**config.mk**
```make
export PLATFORM = sky130hd
export DESIGN_NAME = xor_checksum
export DESIGN_NICKNAME = d
export VERILOG_FILES = /design/src/rtl/xor_checksum.sv
export SDC_FILE = /design/constraint.sdc
export NUM_CORES = 1
export LEC_CHECK = 0
export ABC_AREA = 1
export CAP_MARGIN = 5
export CORE_AREA = 2 2 68 51
export DETAILED_ROUTE_END_ITERATION = 10
export DIE_AREA = 0 0 70 53
export PLACE_DENSITY_LB_ADDON = 0.08
export SYNTH_ARGS = -nofsm -noshare
export SYNTH_HDL_FRONTEND = slang
export SYNTH_SLANG_ARGS = --single-unit
```
**constraint.sdc**
```tcl
create_clock -name clk -period 2.3 [get_ports clk]
set_input_delay 0.23 -clock clk [delete_from_list [all_inputs] [get_ports clk]]
set_output_delay 0.23 -clock clk [all_outputs]
set_load 0.02 [all_outputs]
```
**src/rtl/xor_checksum.sv**
```systemverilog
// Frame XOR checksum: accumulates words of a frame and presents the XOR, word count and overflow flag.
// Optional macro XOR_CHECKSUM_PARITY_EN adds out_parity, the reduction-XOR of out_data.
module xor_checksum #(
    parameter int WIDTH     = 8,
    parameter int MAX_WORDS = 16,
    localparam int CW       = $clog2(MAX_WORDS + 1)
) (
    input  logic             clk,
    input  logic             rst_n,
    input  logic             start,
    input  logic             in_valid,
    input  logic [WIDTH-1:0] in_data,
    input  logic             in_last,
    output logic             in_ready,
    output logic             out_valid,
    input  logic             out_ready,
    output logic [WIDTH-1:0] out_data,
    output logic [CW-1:0]    word_count,
    output logic             busy,
`ifdef XOR_CHECKSUM_PARITY_EN
    output logic             out_parity,
`endif
    output logic             overflow
);

    typedef enum logic [1:0] {
        IDLE  = 2'd0,
        ACCUM = 2'd1,
        DONE  = 2'd2
    } state_t;

    state_t           state_q, state_d;
    logic [WIDTH-1:0] acc_q, acc_d;
    logic [CW-1:0]    count_q, count_d;
    logic             overflow_q, overflow_d;
    logic             xfer;

    // in_ready depends on state only, so in_valid never feeds back into it.
    assign xfer = in_valid && (state_q == ACCUM);

    always_comb begin
        state_d    = state_q;
        acc_d      = acc_q;
        count_d    = count_q;
        overflow_d = overflow_q;
        case (state_q)
            IDLE: begin
                if (start) begin
                    state_d    = ACCUM;
                    acc_d      = '0;
                    count_d    = '0;
                    overflow_d = 1'b0;
                end
            end
            ACCUM: begin
                if (xfer) begin
                    acc_d   = acc_q ^ in_data;
                    count_d = count_q + CW'(1);
                    if (in_last) begin
                        state_d = DONE;
                    end else if (count_q == CW'(MAX_WORDS - 1)) begin
                        state_d    = DONE;
                        overflow_d = 1'b1;
                    end
                end
            end
            DONE: begin
                if (out_ready) begin
                    state_d = IDLE;
                end
            end
            default: begin
                state_d = IDLE;
            end
        endcase
    end

    always_ff @(posedge clk or negedge rst_n) begin
        if (!rst_n) begin
            state_q    <= IDLE;
            acc_q      <= '0;
            count_q    <= '0;
            overflow_q <= 1'b0;
        end else begin
            state_q    <= state_d;
            acc_q      <= acc_d;
            count_q    <= count_d;
            overflow_q <= overflow_d;
        end
    end

`ifdef XOR_CHECKSUM_PARITY_EN
    logic parity_q, parity_d;

    // Parity tracks the next accumulator value so it updates on the same edge as out_data.
    always_comb begin
        parity_d = ^acc_d;
    end

    always_ff @(posedge clk or negedge rst_n) begin
        if (!rst_n) begin
            parity_q <= 1'b0;
        end else begin
            parity_q <= parity_d;
        end
    end

    assign out_parity = parity_q;
`endif

    assign in_ready   = (state_q == ACCUM);
    assign out_valid  = (state_q == DONE);
    assign busy       = (state_q != IDLE);
    assign out_data   = acc_q;
    assign word_count = count_q;
    assign overflow   = overflow_q;

endmodule

```
After elaboration in Yosys (flattened, before gate mapping):

Index checks and enable logic that the tools add are counted.

* add/sub/neg operators: 1
* multipliers: 0
* magnitude comparators: 0
* divide/modulo/power cells: 0
* bitwise gates (word level): 1
* reductions and logical operators: 7
* equality and inequality tests: 9
* shifts and indexed selects: 0
* mux-type cells: 17

Operators by type and width (number)
* 2-to-1 mux 8 bit: 2
* one-hot mux 8 bit (2 select lines): 1
* 2-to-1 mux 2 bit: 5
* 2-to-1 mux 5 bit: 2
* one-hot mux 5 bit (2 select lines): 1
* XOR 8 bit: 1
* != test 2 x 1 -> 1 bit, second input constant: 3
* one-hot mux 2 bit (3 select lines): 1
* adder 5 x 1 -> 5 bit, second input constant: 1
* equality test 5 x 4 -> 1 bit, second input constant: 1
* AND reduction 5 bit: 1
* 2-to-1 mux 1 bit: 4
* != test 2 bit, second input constant: 2
* AND reduction 4 bit: 1
* nonzero test 2 bit: 2
* != test 3 x 2 -> 1 bit, second input constant: 1
* AND reduction 3 bit: 1
* equality test 2 x 1 -> 1 bit, second input constant: 1
* equality test 2 bit, second input constant: 1
* logical NOT 2 bit: 1
* one-hot mux 1 bit (2 select lines): 1
* logical AND 1 bit: 1

* bits in read-only memories: 0
* RAM bits: 0
* output and inout bits: 17
* memories kept: 0
* register bits: 16
* logic and storage cells: 39
* input port bits: 14
* latch bits: 0

Logic depth before layout (Yosys ltp):

Gate-level depths: netlist (run 1).

* word-level depth: 5
* depth in mapped cells: 9
* gate-level depth less buffers: 9

Least setup slack after synthesis (run 1):

OpenSTA, ideal clock, no wires.

* path kind: register -> register
* start point: register count_q[0], in the netlist word_count[0]
* end point: register state_q[1]
* arrival: 1.271 ns
* period minus slack after synthesis: 1.397 ns
* path buffers: 0
* setup slack: 0.903 ns
* required time: 2.174 ns
* stages on the path, launching flop included: 9
* library setup time: 0.126 ns
* cell sequence: dfrtp_1 ha_1 nand2_1 nor2_1 ha_1 nor2_1 nand2_1 nand4_1 o21ai_0

* longest elaborated chain between the ends: 3

RTL lines
* start, declared: line 34 `logic [CW-1:0] count_q, count_d;`
* start signal, assigned: line 87 `count_q <= count_d;`
* equality test 5 x 4 -> 1 bit: line 61 `end else if (count_q == CW'(MAX_WORDS - 1)) begin`
* != test 3 x 2 -> 1 bit (no source line)
* AND reduction 4 bit (no source line)
* end signal, assigned: line 85 `state_q <= state_d;`
* end, declared: line 32 `state_t state_q, state_d;`

Every way passes these cells.
A chain may end at the register's enable or synchronous reset.

Worst setup path after layout (run 1):

* start point: register state_q[1]
* end point: output port out_valid

* longest elaborated chain between the ends: 1

RTL lines
* equality test 2 bit: line 112 `assign out_valid = (state_q == DONE);`
* end, declared: line 15 `output logic out_valid,`

Every way passes these cells.

==> results of run 1 <==
logic make-up (layout without fill, tap and decap cells):
| logic type | count (synthesis) | count (layout) | synth area share [%] |
|---|---|---|---|
| AND/OR/NAND/NOR | 64 | 64 | 34.7 |
| adder cells (fa/ha/maj) | 2 | 2 | 2.85 |
| AO/OA/AOI/OAI | 13 | 13 | 9.13 |
| buffers and inverters | 12 | 44 | 7.70 |
| flip-flops | 16 | 16 | 45.6 |
where the power goes:
group	leakage, nW	total, mW	internal, mW	switching [mW]
registers	0.214	0.453	0.359	0.0938
logic	0.312	0.707	0.303	0.404
clock network	0.0288	0.253	0.152	0.101
total	0.555	1.41	0.814	0.599
cells in the mapped netlist (3+ instances only):
master    n
nand2_1  31
dfrtp_1  16
nand3_1  12
or2_2     9
inv_1     7
o21ai_1   7
nor2_1    5
buf_6     3
nand4_1   3
o21ai_2   3
state kept, by name, indices dropped and copies added, names as in the netlist:
signal	count
out_data	8
word_count	5
state_q	2
overflow	1
final cells by class:
cell class                 count  area share [%]
clock buffer                   4            4.39
inverter                       9            2.69
multi-input combinational     79            32.6
sequential                    16            31.9
tap                           38            3.79
timing repair buffer          31            24.6
layer usage:
| layer | GRT usage, % | vias to the layer above | part of all wire [%] |
|---|---|---|---|
| li1 | - | 410 | - |
| met1 | 15.8 | 371 | 49 |
| met2 | 18.9 | 15 | 45 |
| met3 | 4.76 | 2 | 5.6 |
| met4 | 2.88 | 0 | 0.45 |
| met5 | 0 | - | 0 |
worst max-delay path, stage by stage (launching register included):
cell and delay [ns]:
dfrtp_1 0.43, inv_1 0.11, nor2_1 0.15, clkdlybuf4s50_1 0.63
metrics by stage:
stage | area (um2) | setup slack (ns) | power, mW | hold WS (ns) | cells
final | 1250 | 0.507 | 1.41 | 0.414 | 177
after global routing | 1250 | 0.434 | 1.53 | 0.490 | 177
after CTS | 1250 | 0.490 | 1.43 | 0.446 | 177
after detailed placement | 1200 | 0.786 | 1.17 | 0.493 | 173
after global placement | 1200 | 0.755 | 1.16 | 0.477 | 173
after floorplan | 877 | 0.903 | 0.922 | -0.0656 | 107
how the worst min path moves through the flow:
stage | startpoint | to | slack (ns) | depth (start not counted)
6_report | rst_n | out_data[4]$_DFFE_PN0P_ | 0.41 | 1
5_1_grt | rst_n | out_data[4]$_DFFE_PN0P_ | 0.49 | 1
4_1_cts | rst_n | out_data[4]$_DFFE_PN0P_ | 0.45 | 1
3_5_place_dp | overflow$_DFFE_PN0P_ | overflow$_DFFE_PN0P_ | 0.49 | 1
3_3_place_gp | overflow$_DFFE_PN0P_ | overflow$_DFFE_PN0P_ | 0.48 | 1
2_1_floorplan | rst_n | out_data[0]$_DFFE_PN0P_ | -0.07 | 0
==> flow_summary.json, run 1 <==
{
  "synth_area_leaders": "dfrtp_1, nand2_1, nand3_1",
  "antenna_found_initial": 0,
  "synthArstFlopShare_pct": 100,
  "leakagePower_nw": 0.555,
  "rr_startpoint": "word_count[0]$_DFFE_PN0P_",
  "avgSynthCellArea_um2": 8.20,
  "grt_max_degree": 22,
  "outcome": "finished, final reports clean",
  "hold_buffers": 0,
  "tightest_slew_ns": 0.738,
  "drc": 0,
  "insertion_delay_ns": 0.25,
  "fin_skew_ns": 0.00244,
  "grt-ovfl-total": 0,
  "nNetsFinal": 156,
  "synth.largest_area_cell": "dfrtp_1",
  "cts_tree": "built",
  "vias": 798,
  "wl_per_cell_um": 11.3,
  "drive_gt1_share_pct": 16.5,
  "worstReg2RegEnd": "state_q[1]$_DFFE_PN0P_",
  "ff2ff_setup_slack_ns": 0.85,
  "rsz0062_at_grt": "no",
  "root_buffer": "clkbuf_8",
  "critPathLaunch": "state_q[1]$_DFFE_PN0P_",
  "grt_pass1_vias": 748,
  "fin_util_pct": 41.5,
  "worst-setup-path-type": "reg -> out",
  "start_util_pct": 29.0,
  "worstPathMaxFanout": 3,
  "peakVddDrop_mv": 0.548,
  "synth_edf_count": 0,
  "tns_ns": 0,
  "die_w_um": 70,
  "syn_area_um2": 877,
  "hold_class": "in -> async",
  "ff2ff_path_depth": 8,
  "ys_ff_latch": 16,
  "grt_pass1_wl_um": 3370,
  "gp_congestion": 0.726,
  "drt_iter0_markers": 31,
  "dr.pass1.iters": 4,
  "dp_hpwl_um": 1470,
  "fmax_ghz": 0.558,
  "layout_commonest_cell": "nand2_1",
  "post_cts_buffers": 0,
  "yosysUniqueCellTypes": 18,
  "layout_common_cells": "nand2_1, clkdlybuf4s50_1, dfrtp_1",
  "required_ns": 2.07,
  "arrival_ns": 1.56,
  "start_kind": "flip-flop",
  "powerDensity_nw_per_um2": 1130,
  "fp.dieArea_um2": 3710,
  "cap_violations": 0,
  "syn2layout_area_growth_pct": 42.9,
  "core_um2": 3020,
  "h-tree-depth": 1,
  "regArea_um2": 400,
  "post-route-period-util_pct": 77.9,
  "setup_viol_count_final": 0,
  "routed_via_density": 4.51,
  "crit_end": "out_valid",
  "ys_seq_area_share_pct": 45.6,
  "multiInputGateArea_um2": 409,
  "min_period_ns": 1.79,
  "diodes": 0,
  "cts_buffers": 3,
  "grtUsageTotal_pct": 12.1,
  "syn_nets": 123,
  "finalMaxSlewViolations": 0,
  "netlist_instances": 107,
  "port_buffers": 30,
  "slew-limit-headroom_pct": 50.6,
  "die_y_um": 53,
  "synth.top_cell.area_share_pct": 45.6,
  "numClockSinks": 16,
  "yosys_warnings": 0,
  "ys.flop_type": "dfrtp_1",
  "ios": 31,
  "hold_viol_final": 0,
  "clk_path_buf_depth": 2,
  "cts_resized": 0,
  "clk_pin_slew_ns": 0.07,
  "row_count": 17,
  "fillers": 313,
  "routed_wl_um": 2000,
  "ant_nets": 0,
  "cp-end-kind": "primary output"
}
Note: power is estimated with default switching activity, not from simulation.
==> run 2, diff against run 1 <==
Clock period 2.3 ns to 1.7 ns, I/O delays scaled along.
==> run 2 against run 1 <==
Compared with the run above:
- routed wire length is 1.2% lower
- utilization hardly changed
- flip-flop and latch count stayed put
- hold slack worse by 0.17 ns
- clock skew is 0.0017 ns higher
- sequential share of layout area hardly changed
==> flow_summary.json, run 2 (synthesis results as in run 1) <==
{
  "tightest_slew_ns": 0.372,
  "worstPathMaxFanout": 3,
  "critPathSlowestCell": "clkdlybuf4s50_1",
  "dp_hpwl_um": 1510,
  "fillers": 319,
  "leakagePower_nw": 0.582,
  "start_kind": "flip-flop",
  "ant_nets": 0,
  "grtUsageTotal_pct": 11.1,
  "worst-path-stages": 3,
  "stdcell_count": 177,
  "dr.pass1.iters": 3,
  "placedCellCount": 174,
  "powerDensity_nw_per_um2": 1460,
  "fp.dieArea_um2": 3710,
  "fmax_ghz": 0.626,
  "worstReg2RegEnd": "state_q[1]$_DFFE_PN0P_",
  "setup_viol_count_final": 0,
  "hold_class": "in -> async",
  "slowest_delay_ns": 0.60,
  "drive_gt1_share_pct": 16.5,
  "insertion_delay_ns": 0.24,
  "ios": 31,
  "outcome": "finished, final reports clean",
  "syn2layout_area_growth_pct": 42.8,
  "root_buffer": "clkbuf_8",
  "core_um2": 3020,
  "numClockSinks": 16,
  "h-tree-depth": 1,
  "worst-setup-path-type": "reg -> out",
  "arrival_ns": 1.43,
  "routed_via_density": 4.49,
  "grt-ovfl-total": 0,
  "ff2ff_setup_slack_ns": 0.30,
  "finalMaxSlewViolations": 0,
  "die_w_um": 70,
  "wl_per_cell_um": 11.1,
  "setup_ws_ns": 0.103,
  "post_cts_buffers": 0,
  "port_buffers": 30,
  "ff2ff_path_depth": 8,
  "diodes": 0,
  "path_cells": "inv_1 -> nand2_1 -> clkdlybuf4s50_1",
  "row_count": 17,
  "vias": 794,
  "antenna_found_initial": 0,
  "peakVddDrop_mv": 0.659,
  "start_util_pct": 29.0,
  "post-route-period-util_pct": 93.9,
  "rsz0062_at_grt": "no",
  "clk_pin_slew_ns": 0.06,
  "required_ns": 1.53,
  "grt_pass1_vias": 700,
  "min_period_ns": 1.60,
  "cp-end-kind": "primary output",
  "rr_startpoint": "word_count[0]$_DFFE_PN0P_",
  "nNetsFinal": 157,
  "drc": 0,
  "final_cell_area_um2": 1250,
  "clk_path_buf_depth": 2,
  "gp_congestion": 0.710,
  "die_y_um": 53,
  "cts_buffers": 3,
  "dp_slack_ns": 0.198,
  "cap_violations": 0,
  "layout_commonest_cell": "nand2_1",
  "fin_skew_ns": 0.00417,
  "place_area_um2": 1210,
  "routed_wl_um": 1970,
  "path_buf_inv": 2,
  "grt_pass1_wl_um": 3120,
  "grt_max_degree": 22,
  "largest_reg_flops": 8,
  "hold_viol_final": 0,
  "slew-limit-headroom_pct": 75.1,
  "cts_tree": "built",
  "holdWs_ns": 0.247,
  "tns_ns": 0,
  "crit_family": "buffers and inverters",
  "layout_common_cells": "nand2_1, clkdlybuf4s50_1, dfrtp_1",
  "drt_iter0_markers": 33
}
run 2: changes by cell type in the layout (fill, tap and decap cells not counted):
| cell | before | now |
|---|---|---|
| clkdlybuf4s50_1 | 30 | 28 |
| dlymetal6s2s_1 | 0 | 2 |
| buf_4 | 1 | 2 |
| clkbuf_8 | 4 | 3 |
run 2: routing by layer:
metal / up-vias / share of wire [%] / wire length, um / track usage (%)
li1: 410 / - / - / -
met1: 369 / 46 / 908 / 13.4
met2: 13 / 48 / 950 / 18.6
met3: 2 / 5.1 / 100 / 4.57
met4: 0 / 0.61 / 12 / 2.88
met5: - / 0 / 0 / 0
run 2: power by group:
part	switching (mW)	total (mW)	internal, mW
logic	0.548	0.955	0.407
clock network	0.118	0.275	0.157
registers	0.114	0.600	0.486
total	0.780	1.83	1.05
run 2: what timing repair did:
| item | 4_1_cts | 5_1_grt |
|---|---|---|
| endpoints found under the hold margin | 0 | 0 |
| endpoints found under the setup margin | 0 | 2 |
| gates resized for setup | 0 | 2 |
| hold buffers | 0 | 0 |
run 2: how the worst max path moves through the flow:
stage                                          from                       to  slack [ns]
final                        state_q[1]$_DFFE_PN0P_                     busy        0.10
after global routing         state_q[1]$_DFFE_PN0P_                     busy       0.007
after CTS                    state_q[1]$_DFFE_PN0P_                out_valid      0.0009
after detailed placement                   in_valid  out_data[1]$_DFFE_PN0P_        0.20
after global placement                     in_valid  out_data[0]$_DFFE_PN0P_        0.23
after floorplan           word_count[0]$_DFFE_PN0P_   state_q[1]$_DFFE_PN0P_        0.30
run 2: per-stage QoR:
stage | util, % | total power, mW
2_1_floorplan | - | 1.25
3_3_place_gp | 39.9 | 1.57
4_1_cts | 41.3 | 1.87
6_report | 41.5 | 1.83
3_5_place_dp | 39.9 | 1.58
5_1_grt | 41.5 | 1.98
run 2: worst reg2reg max path, cell delays in order, from the launching register on:
cell and delay (ns):
dfrtp_1 0.43, ha_1 0.23, nand2_1 0.08, nor2_1 0.05
ha_1 0.18, nor2_1 0.08, nand2_1 0.07, nand4_1 0.08
o21ai_0 0.08
run 2: layout make-up:
cell class / instances / area (um2) / share of cell area (%)
inverters: 9 / 33.8 / 2.70
repair buffers: 32 / 320 / 25.6
well taps: 38 / 47.5 / 3.80
flip-flops and latches: 16 / 400 / 32.0
multi-input cells: 79 / 409 / 32.7
clock buffers: 3 / 41.3 / 3.30
